## src/rtl/tw_pkg.sv

```systemverilog
// Shared types and helpers for the runtime-loadable twiddle store.
package tw_pkg;

    typedef enum logic [1:0] {
        TW_IDLE = 2'd0,
        TW_LOAD = 2'd1,
        TW_DONE = 2'd2
    } tw_state_e;

    localparam int unsigned TW_BANK_NTT  = 0;
    localparam int unsigned TW_BANK_INTT = 1;

    function automatic int unsigned tw_count(input int unsigned stage);
        return 32'd1 << stage;
    endfunction

endpackage

```

## src/rtl/tw_ram_loader_if.sv

```systemverilog
// Load-control and word-stream handshake between a twiddle source and the loader.
interface tw_ram_loader_if #(
    parameter int unsigned LOGQ = 60
);
    logic            load_start;
    logic            load_intt;
    logic [LOGQ-1:0] s_data;
    logic            s_valid;
    logic            s_ready;

    modport master (
        output load_start, load_intt, s_data, s_valid,
        input  s_ready
    );

    modport slave (
        input  load_start, load_intt, s_data, s_valid,
        output s_ready
    );
endinterface

```

## src/rtl/tw_ram_bank.sv

```systemverilog
// Simple dual-port twiddle RAM: synchronous write, read-first, DELAY_BROM-deep read pipeline.
module tw_ram_bank
    import tw_pkg::*;
#(
    parameter int unsigned LOGQ       = 60,
    parameter int unsigned STAGE      = 0,
    parameter int unsigned DELAY_BROM = 2,
    parameter int unsigned AW         = (STAGE > 0) ? STAGE : 1
) (
    input  logic            clk,
    input  logic            rst_n,
    input  logic            we,
    input  logic [AW-1:0]   waddr,
    input  logic [LOGQ-1:0] wdata,
    input  logic [AW-1:0]   raddr,
    output logic [LOGQ-1:0] rdata
);
    localparam int unsigned DEPTH = tw_count(STAGE);

    logic [LOGQ-1:0] mem [DEPTH];
    logic [LOGQ-1:0] pipe_q [DELAY_BROM];

    always_ff @(posedge clk) begin
        if (we) begin
            mem[waddr] <= wdata;
        end
    end

    // Non-blocking read of mem alongside the write gives read-first collisions.
    always_ff @(posedge clk or negedge rst_n) begin
        if (!rst_n) begin
            for (int i = 0; i < DELAY_BROM; i++) begin
                pipe_q[i] <= '0;
            end
        end else begin
            pipe_q[0] <= mem[raddr];
            for (int i = 1; i < DELAY_BROM; i++) begin
                pipe_q[i] <= pipe_q[i-1];
            end
        end
    end

    assign rdata = pipe_q[DELAY_BROM-1];

endmodule

```

## src/rtl/tw_ram_loader.sv

```systemverilog
// Writable twiddle store for one NTT/INTT stage: stream loader FSM plus two RAM banks
// behind a ROM-compatible registered read port.
module tw_ram_loader
    import tw_pkg::*;
#(
    parameter int unsigned LOGQ       = 60,
    parameter int unsigned LOGN       = 12,
    parameter int unsigned STAGE      = 0,
    parameter int unsigned DELAY_BROM = 2
) (
    input  logic              clk,
    input  logic              rst_n,
    input  logic [LOGQ-1:0]   q,
    tw_ram_loader_if.slave    ld,
    output logic              load_busy,
    output logic              load_done,
    output logic              load_err,
    output logic [1:0]        bank_valid,
    input  logic              intt,
    input  logic [LOGN-1:0]   raddr,
    output logic [LOGQ-1:0]   dout
);
    localparam int unsigned N_TW = tw_count(STAGE);
    localparam int unsigned AW   = (STAGE > 0) ? STAGE : 1;

    tw_state_e       state_q, state_d;
    logic [AW-1:0]   cnt_q;
    logic            bank_q;
    logic            err_q;
    logic [1:0]      valid_q;
    logic [DELAY_BROM-1:0] intt_pipe_q;
    logic [LOGQ-1:0] dout_q;

    logic            xfer, in_range, last, we_ntt, we_intt;
    logic [AW-1:0]   rd_addr;
    logic [LOGQ-1:0] rd_ntt, rd_intt;
    logic            unused_raddr;

    assign xfer     = (state_q == TW_LOAD) && ld.s_valid;
    assign in_range = ld.s_data < q;
    assign last     = cnt_q == AW'(N_TW - 1);
    assign we_ntt   = xfer && in_range && (bank_q == 1'(TW_BANK_NTT));
    assign we_intt  = xfer && in_range && (bank_q == 1'(TW_BANK_INTT));
    assign rd_addr  = (STAGE == 0) ? '0 : raddr[AW-1:0];
    assign unused_raddr = ^raddr;

    always_comb begin
        state_d = state_q;
        unique case (state_q)
            TW_IDLE: if (ld.load_start) state_d = TW_LOAD;
            TW_LOAD: if (xfer && last)  state_d = TW_DONE;
            TW_DONE:                    state_d = TW_IDLE;
            default:                    state_d = TW_IDLE;
        endcase
    end

    always_ff @(posedge clk or negedge rst_n) begin
        if (!rst_n) begin
            state_q <= TW_IDLE;
            cnt_q   <= '0;
            bank_q  <= 1'b0;
            err_q   <= 1'b0;
            valid_q <= 2'b00;
        end else begin
            state_q <= state_d;
            if (state_q == TW_IDLE && ld.load_start) begin
                bank_q                <= ld.load_intt;
                cnt_q                 <= '0;
                err_q                 <= 1'b0;
                valid_q[ld.load_intt] <= 1'b0;
            end
            if (xfer) begin
                cnt_q <= cnt_q + 1'b1;
                if (!in_range) err_q <= 1'b1;
            end
            // A bank is only advertised when every word of its load was in range.
            if (state_q == TW_DONE && !err_q) begin
                valid_q[bank_q] <= 1'b1;
            end
        end
    end

    always_ff @(posedge clk or negedge rst_n) begin
        if (!rst_n) begin
            intt_pipe_q <= '0;
            dout_q      <= '0;
        end else begin
            intt_pipe_q[0] <= intt;
            for (int i = 1; i < int'(DELAY_BROM); i++) begin
                intt_pipe_q[i] <= intt_pipe_q[i-1];
            end
            dout_q <= intt_pipe_q[DELAY_BROM-1] ? rd_intt : rd_ntt;
        end
    end

    tw_ram_bank #(
        .LOGQ       (LOGQ),
        .STAGE      (STAGE),
        .DELAY_BROM (DELAY_BROM),
        .AW         (AW)
    ) u_bank_ntt (
        .clk   (clk),
        .rst_n (rst_n),
        .we    (we_ntt),
        .waddr (cnt_q),
        .wdata (ld.s_data),
        .raddr (rd_addr),
        .rdata (rd_ntt)
    );

    tw_ram_bank #(
        .LOGQ       (LOGQ),
        .STAGE      (STAGE),
        .DELAY_BROM (DELAY_BROM),
        .AW         (AW)
    ) u_bank_intt (
        .clk   (clk),
        .rst_n (rst_n),
        .we    (we_intt),
        .waddr (cnt_q),
        .wdata (ld.s_data),
        .raddr (rd_addr),
        .rdata (rd_intt)
    );

    assign ld.s_ready = (state_q == TW_LOAD);
    assign load_busy  = (state_q == TW_LOAD);
    assign load_done  = (state_q == TW_DONE);
    assign load_err   = err_q;
    assign bank_valid = valid_q;
    assign dout       = dout_q;

endmodule

```

## src/flat_wrapper.sv

```systemverilog
// flat-port wrapper written by rule: the top's interface ports become plain ports
module tw_ram_loader_flat import tw_pkg::*;
#(
    parameter int unsigned LOGQ       = 60,
    parameter int unsigned LOGN       = 12,
    parameter int unsigned STAGE      = 0,
    parameter int unsigned DELAY_BROM = 2
)
  (clk, rst_n, q, load_busy, load_done, load_err, bank_valid, intt, raddr, dout, ld_load_start, ld_load_intt, ld_s_data, ld_s_valid, ld_s_ready);
  tw_ram_loader_if #(.LOGQ(LOGQ)) ld_i ();
  input  logic clk;
  input  logic rst_n;
  input  logic [LOGQ-1:0] q;
  output logic load_busy;
  output logic load_done;
  output logic load_err;
  output logic [1:0] bank_valid;
  input  logic intt;
  input  logic [LOGN-1:0] raddr;
  output logic [LOGQ-1:0] dout;
  input wire logic [$bits(ld_i.load_start)-1:0] ld_load_start;
  input wire logic [$bits(ld_i.load_intt)-1:0] ld_load_intt;
  input wire logic [$bits(ld_i.s_data)-1:0] ld_s_data;
  input wire logic [$bits(ld_i.s_valid)-1:0] ld_s_valid;
  output wire logic [$bits(ld_i.s_ready)-1:0] ld_s_ready;
  assign ld_i.load_start = ld_load_start;
  assign ld_i.load_intt = ld_load_intt;
  assign ld_i.s_data = ld_s_data;
  assign ld_i.s_valid = ld_s_valid;
  assign ld_s_ready = ld_i.s_ready;
  tw_ram_loader #(.LOGQ(LOGQ), .LOGN(LOGN), .STAGE(STAGE), .DELAY_BROM(DELAY_BROM)) u_core (.clk(clk), .rst_n(rst_n), .q(q), .ld(ld_i), .load_busy(load_busy), .load_done(load_done), .load_err(load_err), .bank_valid(bank_valid), .intt(intt), .raddr(raddr), .dout(dout));
endmodule
```

## config.mk

```make
export PLATFORM = sky130hd
export DESIGN_NAME = tw_ram_loader_flat
export DESIGN_NICKNAME = d
export VERILOG_FILES = /design/src/rtl/tw_pkg.sv /design/src/rtl/tw_ram_loader_if.sv /design/src/rtl/tw_ram_bank.sv /design/src/rtl/tw_ram_loader.sv /design/src/flat_wrapper.sv
export SDC_FILE = /design/constraint.sdc
export NUM_CORES = 1
export LEC_CHECK = 0
export ABC_AREA = 1
export CAP_MARGIN = 20
export CORE_AREA = 10 10 163 165
export CTS_BUF_LIST = sky130_fd_sc_hd__clkbuf_8
export CTS_CLUSTER_DIAMETER = 200
export DETAILED_ROUTE_END_ITERATION = 8
export DIE_AREA = 0 0 173 175
export GPL_TIMING_DRIVEN = 0
export PLACE_DENSITY = 0.85
export SYNTH_ARGS = -nofsm -noshare
export SYNTH_HDL_FRONTEND = slang
export SYNTH_SLANG_ARGS = --single-unit
```

## constraint.sdc

```tcl
create_clock -name clk -period 12 [get_ports clk]
set_input_delay 2.4 -clock clk [delete_from_list [all_inputs] [get_ports clk]]
set_output_delay 2.4 -clock clk [all_outputs]
set_load 0.05 [all_outputs]
```

# [Word-level counts from Yosys, hierarchy flattened]
# Memories as Yosys holds them, arrays and structs flattened. A register that Yosys moved wholly into a read port is not among the register bits.
# Cells that the tools add are included.
# W data, S select, Z words.
[op_classes] addsub=1 n_lt_le_gt_ge=5 n_eq_ne=4 n_mux=19 bitwise=5 n_reduce_logical=15
[ops] op="$lt A60 B60 Y1" n=1
[ops] op="$mux W60" n=1
[ops] op="$mux W1" n=11
[ops] op="$logic_and A1 B1 Y1" n=9
[ops] op="$mux W2" n=4
[ops] op="$lt A1 B2 Y1 const B" n=2
[ops] op="$pmux W2 S2" n=1
[ops] op="$logic_not A1 Y1" n=3
[ops] op="$and A2 B2 Y2" n=1
[ops] op="$demux W1 S1" n=2
[ops] op="$eq A2 B1 Y1 const B" n=1
[ops] op="$eq A2 B2 Y1 const B" n=1
[ops] op="$ge A1 B1 Y1 const B" n=2
[ops] op="$logic_not A2 Y1" n=1
[ops] op="$ne A2 B1 Y1 const B" n=1
[ops] op="$ne A2 B2 Y1 const B" n=1
[ops] op="$not A1 Y1" n=2
[ops] op="$not A2 Y2" n=1
[ops] op="$or A2 B2 Y2" n=1
[ops] op="$reduce_and A2 Y1" n=1
[ops] op="$reduce_bool A2 Y1" n=1
[ops] op="$add A1 B1 Y1 const B" n=1
[totals] register_bits=189 ramBits=120 in_bits=138 output_inout_bits=66 memories=2
[memory_table] name="u_core.u_bank_intt.mem" depth=1 width=60 rd=1 rd_ports_with_merged_regs=1 wr=1 line="tw_ram_bank.sv:20" text="logic [LOGQ-1:0] mem [DEPTH];"
[memory_table] name="u_core.u_bank_ntt.mem" depth=1 width=60 rd=1 rd_ports_with_merged_regs=1 wr=1 line="tw_ram_bank.sv:20"

# [Longest topological paths before layout]
# Gate-level depths: netlist of run 1.
[depth] ltp_word=9 mapped_depth=14 ltp_nobuf=14

# [By module]
# A second synthesis of run 1 with hierarchy kept.
[unflattened] cells_unflattened=923 area_unflattened_um2=14729.1
[modules_own_cells] module="tw_ram_bank" instances=2 cells_per_inst=240 area_each_um2=5255.0 seq_area_each_um2=4804.6
[modules_own_cells] module="tw_ram_loader" instances=1 cells_per_inst=443 area_each_um2=4219.0 seq_area_each_um2=1726.7

# [Worst setup path before layout of run 1]
# No wires, ideal clock.
[synth_path] path_type="input port to flip-flop" start="input port q[51]" end="memory u_core.u_bank_intt.mem[0][0], enable pin" setup_time_ps=478 arrival_ps=5845 required_ps=11522 path_slack_ps=5677 path_stages=10 path_buffers=0 cell_sequence="inv_1 > ha_1 > a21oi_1 > o21a_1 > nand2_1 > nand2_1 > nand2_1 > nor2_1 > nand3_1 > nor2_1"
[synth_between] elab_chain_cells=5
[synth_lines] element="from (decl)" line="flat_wrapper.sv:13" text="input logic [LOGQ-1:0] q;"
[synth_lines] element="$lt A60 B60 Y1" line="tw_ram_loader.sv:40" text="assign in_range = ld.s_data < q;"
[synth_lines] element="$logic_and A1 B1 Y1 (2 in series)" line="tw_ram_loader.sv:43" text="assign we_intt = xfer && in_range && (bank_q == 1'(TW_BANK_INTT));"
[synth_lines] element="named net u_core.u_bank_intt.we" line="tw_ram_bank.sv:12" text="input logic we,"
[synth_lines] element="$mux W1" line="tw_ram_bank.sv:24" text="if (we) begin"
[synth_lines] element="$mux W1 (implied by the code)" line="tw_ram_bank.sv:25" text="mem[waddr] <= wdata;"
[synth_lines] element="to (decl)" line="tw_ram_bank.sv:20"
# The timed path passes the listed nets, and every way through them passes these cells.

# [Worst setup path after layout of run 1]
[layout_path] start="input port ld_s_data[55]" end="memory u_core.u_bank_ntt.mem[0][23], enable pin"
[layout_between] elab_chain_cells=5
[layout_lines] element="from (decl)" line="flat_wrapper.sv:23" text="input wire logic [$bits(ld_i.s_data)-1:0] ld_s_data;"
[layout_lines] element="$lt A60 B60 Y1" line="tw_ram_loader.sv:40"
[layout_lines] element="$logic_and A1 B1 Y1 (2 in series)" line="tw_ram_loader.sv:42" text="assign we_ntt = xfer && in_range && (bank_q == 1'(TW_BANK_NTT));"
[layout_lines] element="named net u_core.u_bank_ntt.we" line="tw_ram_bank.sv:12"
[layout_lines] element="$mux W1" line="tw_ram_bank.sv:24"
[layout_lines] element="$mux W1 (implied by the code)" line="tw_ram_bank.sv:25"
[layout_lines] element="to (decl)" line="tw_ram_bank.sv:20"
# The timed path passes the listed nets, and every way through them passes these cells.

==> results_dict.tcl, run 1 <==
set metrics [dict create \
    initialDrtViolationCount 400 \
    grt_start_max_net_pins 122 \
    p_leak_nw 7.76 \
    cts_tree "built" \
    most-common-layout-cells "309 x sky130_fd_sc_hd__dfrtp_1, 190 x sky130_fd_sc_hd__clkdlybuf4s50_1, 120 x sky130_fd_sc_hd__edfxtp_1" \
    hold_buffers 0 \
    layout_setup_ws_ns 7.17 \
    area_growth_pct 26.9 \
    synth_top_cell_by_area "sky130_fd_sc_hd__dfrtp_1" \
    synth_top_cell_area_share 0.560 \
    max-slew-margin-rel 0.463 \
    fin_tns_setup_ns 0 \
    post_synth_num_cell_types 22 \
    num_vias 6854 \
    layout.nets 1263 \
    detailed_place.area_um2 16300 \
    number_of_slew_limit_violations_in_the_final_report 0 \
    ys_seq_elements 429 \
    drive_gt1_frac 0.154 \
    post-cts-setup-buffer-count 0 \
    cp.required_ns 12.22 \
    die_area_um2 30300 \
    total_power_mw 3.20 \
    avgSynthCellArea_um2 17.2 \
    grt_antenna_before_repair 0 \
    report.final.hold_viol_count 0 \
    initial_core_util 0.594 \
    wl_per_cell_um 17.4 \
    critPathCaptureType "flip-flop" \
    syn_nets 998 \
    grt_pass1_vias 7719 \
    peakVddDrop_mv 0.0961 \
    detail_route.first_pass.iterations 4 \
    detail_route.vias_per_cell 4.78 \
    final.setup_skew_ns 0.0223 \
    post-route-min-period_ns 4.83 \
    rsz0062_at_grt "false" \
    start_kind "input port" \
    path_clk_slew_ns 0.06 \
    syn_std_cell_area_um2 13800 \
    track_usage 0.168 \
    timing.final.crit_share 0.403 \
    die-height_um 175 \
    layout.cell_area.non_filler_um2 17500 \
    antenna_violating_nets_post_route 0 \
    synth_seq_area_share 0.821 \
    timing_worst_setup_path_type "input port to flip-flop" \
    cp.arrival_ns 5.06 \
    ant_diodes 0 \
    drv_cap 0 \
    wire_length_of_the_first_global_routing_pass_mm 39.8 \
    ys_top_cells_by_area "sky130_fd_sc_hd__dfrtp_1 56%, sky130_fd_sc_hd__edfxtp_1 26%, sky130_fd_sc_hd__ha_1 5.3%, sky130_fd_sc_hd__mux2_2 4.9%, sky130_fd_sc_hd__nand2_1 2.4%" \
    worst_hold_path_type "flip-flop to flip-flop" \
    clock-root-buffer "sky130_fd_sc_hd__clkbuf_8" \
    grt.overflow.total 0 \
    power.density_nw_per_um2 183 \
    port_buffers 191 \
    path_max_fanout 23 \
    gpl.final_weighted_congestion 0.801 \
    fmax_mhz 207 \
    final_cell_count_no_fill 1433 \
    status "complete, no violations" \
    dp_worst_setup_slack_ns 6.61 \
    cts_made_buffers 66 \
    cts.path.max_buffers 3 \
    remaining_drc_errors 0 \
    cts.sink_count 429 \
    worst_pin_slew_ns 0.806 \
    rows 56 \
    setup_viol_count_final 0 \
    core_region_area_um2 23300 \
    io_pins 204 \
    detail_route.wirelength_mm 24.9 \
    dp_hpwl_mm 17.2 \
    clkLatencyLatePin_ns 0.54 \
    ctsHtreeMaxLevel 3 \
    final_core_utilization 0.753 \
    count_of_instances_resized_after_the_clock_tree_is_built 0 \
    ys_warn_count 0 \
    fp.dieW_um 173 \
    dp_cells 1317 \
    final_common_cell "sky130_fd_sc_hd__dfrtp_1" \
    fin_hold_ws_ns 0.326 \
    post_synth_inst_count 801 \
]
-- worst max-delay path, stage by stage --
cell and delay (ns):
sky130_fd_sc_hd__clkdlybuf4s50_1 0.50, sky130_fd_sc_hd__ha_1 0.37, sky130_fd_sc_hd__a21oi_1 0.15, sky130_fd_sc_hd__o21ai_1 0.12, sky130_fd_sc_hd__a21oi_1 0.20, sky130_fd_sc_hd__nand2_1 0.13
sky130_fd_sc_hd__nor2_1 0.16, sky130_fd_sc_hd__nand3_1 0.20, sky130_fd_sc_hd__nor2_4 0.54, sky130_fd_sc_hd__buf_12 0.27
-- Yosys cell counts --
master	n
sky130_fd_sc_hd__nor2_1	13
sky130_fd_sc_hd__dfrtp_1	309
sky130_fd_sc_hd__ha_1	59
sky130_fd_sc_hd__a21o_1	1
sky130_fd_sc_hd__nor2_2	5
sky130_fd_sc_hd__nand2_2	2
sky130_fd_sc_hd__inv_1	87
sky130_fd_sc_hd__clkbuf_1	1
sky130_fd_sc_hd__nand2_1	88
sky130_fd_sc_hd__edfxtp_1	120
sky130_fd_sc_hd__nand3_1	9
sky130_fd_sc_hd__inv_2	1
sky130_fd_sc_hd__o21a_1	2
sky130_fd_sc_hd__o31ai_1	1
sky130_fd_sc_hd__buf_4	1
sky130_fd_sc_hd__a21oi_1	20
sky130_fd_sc_hd__o21ai_0	5
sky130_fd_sc_hd__o21ai_1	2
sky130_fd_sc_hd__nor3_1	2
sky130_fd_sc_hd__buf_2	6
sky130_fd_sc_hd__mux2_2	60
sky130_fd_sc_hd__nand4_1	7
-- final cells by class --
class                      instances  area, µm²
buffer                             8       41.3
clock buffer                      79       1090
clock inverter                    37        158
fill                            1382       5740
inverter                          88        330
multi-input combinational        276       2120
sequential                       429      11300
tap                              319        399
timing repair buffer             197       2050
-- report_power, final --
group          switching [mW]  internal, mW
Sequential             0.0423          1.66
Clock                   0.505         0.596
Combinational           0.254         0.149
Total                   0.801          2.40
-- final timing paths --
kind                                                        start                                 endpoint  slack (ns)  cells past startpoint
hold / removal             u_core.u_bank_ntt.mem[0][50]$_DFFE_PP_  u_core.u_bank_ntt.pipe_q[110]$_DFF_PN0_        0.33                      0
min in group asynchronous                                   rst_n  u_core.u_bank_intt.pipe_q[73]$_DFF_PN0_        1.91                      1
setup reg to reg                    u_core.state_q[0]$_DFFE_PN0P_   u_core.u_bank_ntt.mem[0][23]$_DFFE_PP_        9.81                      7
setup / recovery                                    ld_s_data[55]   u_core.u_bank_ntt.mem[0][23]$_DFFE_PP_        7.17                     10
hold reg to reg            u_core.u_bank_ntt.mem[0][50]$_DFFE_PP_  u_core.u_bank_ntt.pipe_q[110]$_DFF_PN0_        0.33                      0
max in group asynchronous                                   rst_n    u_core.u_bank_ntt.rdata[47]$_DFF_PN0_        8.70                      3
-- flip-flops by register name, summed over array words and instances, names as in the netlist, 60 cells and up --
| signal | flops |
|---|---|
| u_core.u_bank_intt.mem | 60 |
| u_core.u_bank_intt.rdata | 60 |
| u_core.u_bank_ntt.mem | 60 |
| u_core.u_bank_ntt.pipe_q | 60 |
| u_core.u_bank_intt.pipe_q | 60 |
| u_core.u_bank_ntt.rdata | 60 |
| u_core.dout | 60 |
-- cell families after synthesis --
logic type                 share of synthesized area
muxes                                         0.0489
buffers and inverters                         0.0269
AOI/OAI and AO/OA                             0.0120
adders and majority gates                     0.0535
DFF                                            0.821
and+or+nand+nor                               0.0378
-- layer usage --
layer	wire length, µm	track usage	up-vias	part of all wire
li1	-	-	3197	-
met1	9740	0.194	3413	0.39
met2	13200	0.293	193	0.53
met3	1210	0.0394	51	0.049
met4	728	0.0762	0	0.029
met5	0	0	-	0
(Power assumes the default switching activity.)
==> inputs of run 2 (changes only) <==
--- a/config.mk
+++ b/config.mk
@@ -7,13 +7,13 @@
 export LEC_CHECK = 0
 export ABC_AREA = 1
 export CAP_MARGIN = 20
-export CORE_AREA = 10 10 163 165
+export CORE_AREA = 10 10 169 171
 export CTS_BUF_LIST = sky130_fd_sc_hd__clkbuf_8
 export CTS_CLUSTER_DIAMETER = 200
 export DETAILED_ROUTE_END_ITERATION = 8
-export DIE_AREA = 0 0 173 175
+export DIE_AREA = 0 0 179 181
 export GPL_TIMING_DRIVEN = 0
-export PLACE_DENSITY = 0.85
+export PLACE_DENSITY = 0.8
 export SYNTH_ARGS = -nofsm -noshare
 export SYNTH_HDL_FRONTEND = slang
 export SYNTH_SLANG_ARGS = --single-unit
==> constraint.sdc (replaced) <==
create_clock -name clk -period 4.55 [get_ports clk]
set_input_delay 0.91 -clock clk [delete_from_list [all_inputs] [get_ports clk]]
set_output_delay 0.91 -clock clk [all_outputs]
set_load 0.05 [all_outputs]
==> run 2 against run 1 <==
Compared with the run above: first-iteration DRC count decreased by 27%; die area up 7.0%; worst setup slack got worse by 6.3 ns; clock skew up 0.0099 ns; design area grew 0.39%; clock-buffer cell count fell by 2; global-route usage down 1.4 points; largest power group unchanged; sequential power grew to 2.6 times the previous value; non-clock buffer count unchanged; flip-flop and latch count is the same; register-to-register slack worse by 7.7 ns; clock power grew to 2.7 times the previous value; critical path type unchanged.
==> results_dict.tcl, run 2 (synthesized netlist as in run 1, its figures left out) <==
set metrics [dict create \
    clkLatencyLatePin_ns 0.55 \
    clock-root-buffer "sky130_fd_sc_hd__clkbuf_8" \
    number_of_slew_limit_violations_in_the_final_report 0 \
    num_vias 6794 \
    cts_made_buffers 66 \
    port_buffers 191 \
    post-cts-setup-buffer-count 0 \
    die-height_um 181 \
    worst_path_max_delay_cell "sky130_fd_sc_hd__nor2_4" \
    storage_element_area_um2 11300 \
    rsz0062_at_grt "false" \
    setup_viol_count_final 0 \
    antenna_violating_nets_post_route 0 \
    timing.final.crit_share 0.804 \
    detail_route.wirelength_mm 24.0 \
    path_cells "clkdlybuf4s50_1 -> ha_1 -> a21oi_1 -> o21ai_1 -> a21oi_1 -> nand2_1 -> nor2_1 -> nand3_1 -> nor2_4 -> buf_12 -> buf_12" \
    count_of_instances_resized_after_the_clock_tree_is_built 0 \
    rows 58 \
    core_region_area_um2 25000 \
    fin_tns_setup_ns 0 \
    start_kind "input port" \
    report.final.hold_viol_count 0 \
    area_occupied_by_multi_input_gates_um2 2120 \
    layout_setup_ws_ns 0.892 \
    track_usage 0.154 \
    final.setup_skew_ns 0.0322 \
    drive_gt1_frac 0.153 \
    grt_antenna_before_repair 0 \
    remaining_drc_errors 0 \
    ctsHtreeMaxLevel 3 \
    path_max_fanout 24 \
    status "complete, no violations" \
    fmax_mhz 273 \
    worst_hold_path_type "flip-flop to flip-flop" \
    nFillCells 1621 \
    io_pins 204 \
    final_common_cell "sky130_fd_sc_hd__dfrtp_1" \
    grt_start_max_net_pins 113 \
    grt.overflow.total 0 \
    total_power_mw 8.55 \
    worst-path-buf-inv 3 \
    post-route-min-period_ns 3.66 \
    drv_cap 0 \
    critPathCaptureType "flip-flop" \
    cp.required_ns 4.78 \
    wl_per_cell_um 16.6 \
    cp.arrival_ns 3.88 \
    ant_diodes 0 \
    fp.dieW_um 179 \
    most-common-layout-cells "309 x sky130_fd_sc_hd__dfrtp_1, 190 x sky130_fd_sc_hd__clkdlybuf4s50_1, 120 x sky130_fd_sc_hd__edfxtp_1" \
    cts.path.max_buffers 3 \
    gpl.final_weighted_congestion 0.818 \
    area_growth_pct 27.4 \
    die_area_um2 32400 \
    layout.nets 1263 \
    critPathMaxStageDelay_ns 0.57 \
    timing_worst_setup_path_type "input port to flip-flop" \
    initialDrtViolationCount 293 \
    peakVddDrop_mv 0.287 \
    cts.sink_count 429 \
    detail_route.vias_per_cell 4.70 \
    grt_pass1_vias 7652 \
    wire_length_of_the_first_global_routing_pass_mm 38.8 \
    final_core_utilization 0.702 \
    dp_worst_setup_slack_ns 0.355 \
    cts_tree "built" \
    cp_top_family "simple AND/OR/NAND/NOR gates" \
    initial_core_util 0.552 \
    power.density_nw_per_um2 486 \
    detail_route.first_pass.iterations 5 \
    dp_hpwl_mm 17.0 \
    path_clk_slew_ns 0.06 \
    max-slew-margin-rel 0.552 \
    worst_pin_slew_ns 0.671 \
    hold_buffers 0 \
    p_leak_nw 7.79 \
]
-- run 2: power breakdown --
| group | switching [mW] | leakage (nW) | internal [mW] |
|---|---|---|---|
| registers | 0.104 | 4.70 | 4.37 |
| clock network | 1.35 | 0.768 | 1.66 |
| logic | 0.670 | 2.32 | 0.391 |
-- run 2: metal layers --
metal | wire length (µm) | GRT usage
met3 | 1290 | 0.0373
met5 | 0 | 0
met2 | 13000 | 0.273
met4 | 632 | 0.0701
met1 | 9110 | 0.169
-- run 2: cell type report --
cell class	count	share of cell area
clock buffer	77	0.0603
buffer	8	0.00235
clock inverter	42	0.0136
inverter	88	0.0188
multi-input combinational	276	0.120
timing repair buffer	197	0.117
tap	330	0.0235
sequential	429	0.645
-- run 2: worst paths after layout --
check | endpoint | slack (ns) | from | cells past startpoint
worst max-delay path | u_core.u_bank_ntt.mem[0][52]$_DFFE_PP_ | 0.89 | ld_s_data[53] | 11
worst min-delay path | u_core.u_bank_ntt.pipe_q[119]$_DFF_PN0_ | 0.33 | u_core.u_bank_ntt.mem[0][59]$_DFFE_PP_ | 0
worst max register to register | u_core.u_bank_ntt.mem[0][52]$_DFFE_PP_ | 2.14 | u_core.state_q[0]$_DFFE_PN0P_ | 8
worst min register to register | u_core.u_bank_ntt.pipe_q[119]$_DFF_PN0_ | 0.33 | u_core.u_bank_ntt.mem[0][59]$_DFFE_PP_ | 0
max in group asynchronous | u_core.u_bank_intt.pipe_q[113]$_DFF_PN0_ | 2.81 | rst_n | 3
min in group asynchronous | u_core.u_bank_ntt.pipe_q[72]$_DFF_PN0_ | 0.35 | rst_n | 1
-- run 2: metrics by stage --
step / area, µm² / hold WS [ns] / std cells
final: 17600 / 0.330 / 1447
after floorplan: 13800 / 0.331 / 801
after CTS: 17600 / 0.327 / 1447
after detailed placement: 16300 / 0.334 / 1328
after global routing: 17600 / 0.337 / 1447
after global placement: 16100 / 0.330 / 1322
==> RTL edit: new RTL, config.mk and constraints of run 2 <==
Take the reset off `dout_q` and load it in a clocked block of its own.
--- a/src/rtl/tw_ram_loader.sv
+++ b/src/rtl/tw_ram_loader.sv
@@ -84,5 +84,4 @@
         if (!rst_n) begin
             intt_pipe_q <= '0;
-            dout_q      <= '0;
         end else begin
             intt_pipe_q[0] <= intt;
@@ -90,6 +89,9 @@
                 intt_pipe_q[i] <= intt_pipe_q[i-1];
             end
-            dout_q <= intt_pipe_q[DELAY_BROM-1] ? rd_intt : rd_ntt;
         end
+    end
+
+    always_ff @(posedge clk) begin
+        dout_q <= intt_pipe_q[DELAY_BROM-1] ? rd_intt : rd_ntt;
     end
 
Formal check against the unedited RTL: differs if rst_n is asserted again (counterexample within 10 cycles, from zero or initial values and one cycle with rst_n low); with rst_n held inactive, the same outputs for 10 cycles.
==> RTL edit against run 2 <==
- fmax up 12%
- total power decreased by 0.58%
- sequential cell count is the same
- worst setup slack improved by 390 ps
- routed wire length decreased by 0.62%
- area after synthesis is 2.2% lower
- design area decreased by 2.0%
- sequential power about the same
- register-to-register slack better by 520 ps
- largest cell class unchanged
- largest power group unchanged
==> RTL edit: results (changes against run 2) <==
| Metric | Value |
|---|---|
| CTS Buf Count | 61 (-7.6%) |
| Main area contributors after synthesis | dfrtp_1 (46%), edfxtp_1 (27%), dfxtp_1 (8.9%), ha_1 (5.5%), mux2_2 (5.0%) |
| Total GRT Usage | 0.151 (-0.00297) |
| FF-to-FF path depth | 7 (-1) |
| Clk buf depth | 3 (unchanged) |
| RR Endpoint | u_core.u_bank_ntt.mem[0][1] |
| N_diodes | 0 (unchanged) |
| GPL Wtd Cong | 0.775 (-5.3%) |
| Worst hold path depth | 0 (unchanged) |
| Sw Ratio | 0.242 (-0.00674) |
| Ys async rst share | 0.580 (-0.140) |
| Initial antenna violation count | 0 (unchanged) |
| Synth warnings | 0 (unchanged) |
| Peak supply drop | 506 uV (+76%) |
| End of the worst hold path | u_core.u_bank_intt.pipe_q[111] |
| Netlist cell types | 23 (+4.5%) |
| Critical Path Max Stage Delay | 490 ps (-80 ps) |
| Worst setup startpoint | ld_s_data[59] |
| Placed cells | 1327 (-0.075%) |
| Worst-margin pin slew | 868 ps (+197 ps) |
| DR WL/cell | 16.6 um (about the same) |
| Postcts setup bufs | 0 (unchanged) |
| Layout Skew | 21.7 ps (-10.5 ps) |
| Post-synth EDFFs | 120 (unchanged) |
| Static leakage | 0.00758 uW (-2.7%) |
| H-tree depth | 2 (-1) |
| Cell count after synthesis | 801 (unchanged) |
| DR vias/cell | 4.67 (-0.54%) |
| Top cells by count, synth | dfrtp_1 (249), edfxtp_1 (120), nand2_1 (88) |
| Worst Hold Class | reg2reg |
| Number of global-route vias before repair | 7684 (+0.42%) |
| WL final | 23.9 mm (-0.62%) |
| DR iter-0 viols | 297 (+1.4%) |
| Clock Latency Late Sink | 570 ps (+20 ps) |
| Layout cell share with drive strength beyond 1 | 0.149 (-0.00431) |
| Syn nets | 998 (unchanged) |
| # fillers | 1653 (+2.0%) |
| Hold path startpoint | u_core.u_bank_intt.mem[0][51] |
| Placement Setup Slack | 712 ps (+358 ps) |
| Global-route wire length before repair | 38.4 mm (-1.0%) |
| R2r setup slk | 2660 ps (+520 ps) |
| CP max FO | 28 (+17%) |
| Reg2Reg Launch Point | u_core.state_q[0] |
| CTS Root Cell | clkbuf_8 |
| Drt pass-1 iters | 4 (-1) |
| Slowest cell on crit path | clkdlybuf4s50_1 |
| Count leader, synth | dfrtp_1 |
| Worst EP arrival | 3520 ps (-360 ps) |
| Sequential fraction of the synthesis area | 0.817 (-0.00398) |
| Antenna viol nets, final | 0 (unchanged) |
| IO buf count | 191 (unchanged) |
| Cell family with most CP delay | simple AND/OR/NAND/NOR gates |
| Final HPWL DP | 17.0 mm (-0.24%) |
| CTS clk-pin slew, worst paths | 60 ps (about the same) |
| Post_cts resized | 0 (unchanged) |
| Status | complete, no violations |
| Largest net degree at the start of global routing | 133 (+18%) |
[RTL edit: routing by layer]
layer	global-route usage	vias up	wire (um)
li1	-	3194	-
met1	0.164	3336	9090
met2	0.278	157	13100
met3	0.0367	33	1330
met4	0.0480	0	420
met5	0	-	0
[RTL edit: layout make-up]
class / instances / area [um^2] / share of cell area
multi-input cells: 276 / 2120 / 0.123
repair buffers: 196 / 2020 / 0.117
clock inverters: 38 / 253 / 0.0147
well taps: 330 / 413 / 0.0240
plain buffers: 8 / 41.3 / 0.00240
flip-flops and latches: 429 / 11000 / 0.640
inverters: 88 / 330 / 0.0192
clock buffers: 74 / 1020 / 0.0591
[RTL edit: kinds of logic after synthesis]
logic type	count (synthesis)	synth area share
AOI/OAI and AO/OA	31	0.0122
muxes	60	0.0500
adders and majority gates	59	0.0547
DFF	429	0.817
and+or+nand+nor	126	0.0386
buffers and inverters	96	0.0275
[RTL edit: worst max path at each step]
stage / to / slack [ps] / cells after the start
3_3_place_gp: u_core.u_bank_intt.pipe_q[100] / -6980 / 1
3_5_place_dp: u_core.u_bank_ntt.mem[0][2] / 710 / 10
4_1_cts: u_core.u_bank_ntt.mem[0][6] / 1320 / 10
6_report: u_core.u_bank_ntt.mem[0][1] / 1280 / 10
2_1_floorplan: u_core.u_bank_intt.mem[0][0] / -280 / 10
5_1_grt: u_core.u_bank_ntt.mem[0][4] / 1130 / 10
[RTL edit: power groups by stage]
stage,sequential [uW],clock [uW],combinational (uW)
2_1_floorplan,4780,0,315
5_1_grt,4510,3260,1120
3_5_place_dp,4550,0,1060
3_3_place_gp,4550,0,993
6_report,4480,2980,1040
4_1_cts,4480,3070,1060
[RTL edit: per-stage QoR]
stage               hold WS, ps  cell area [um^2]
floorplan                   331             13500
global placement            330             15800
detailed placement          334             16000
CTS                         336             17200
global route                335             17200
finish                      327             17200
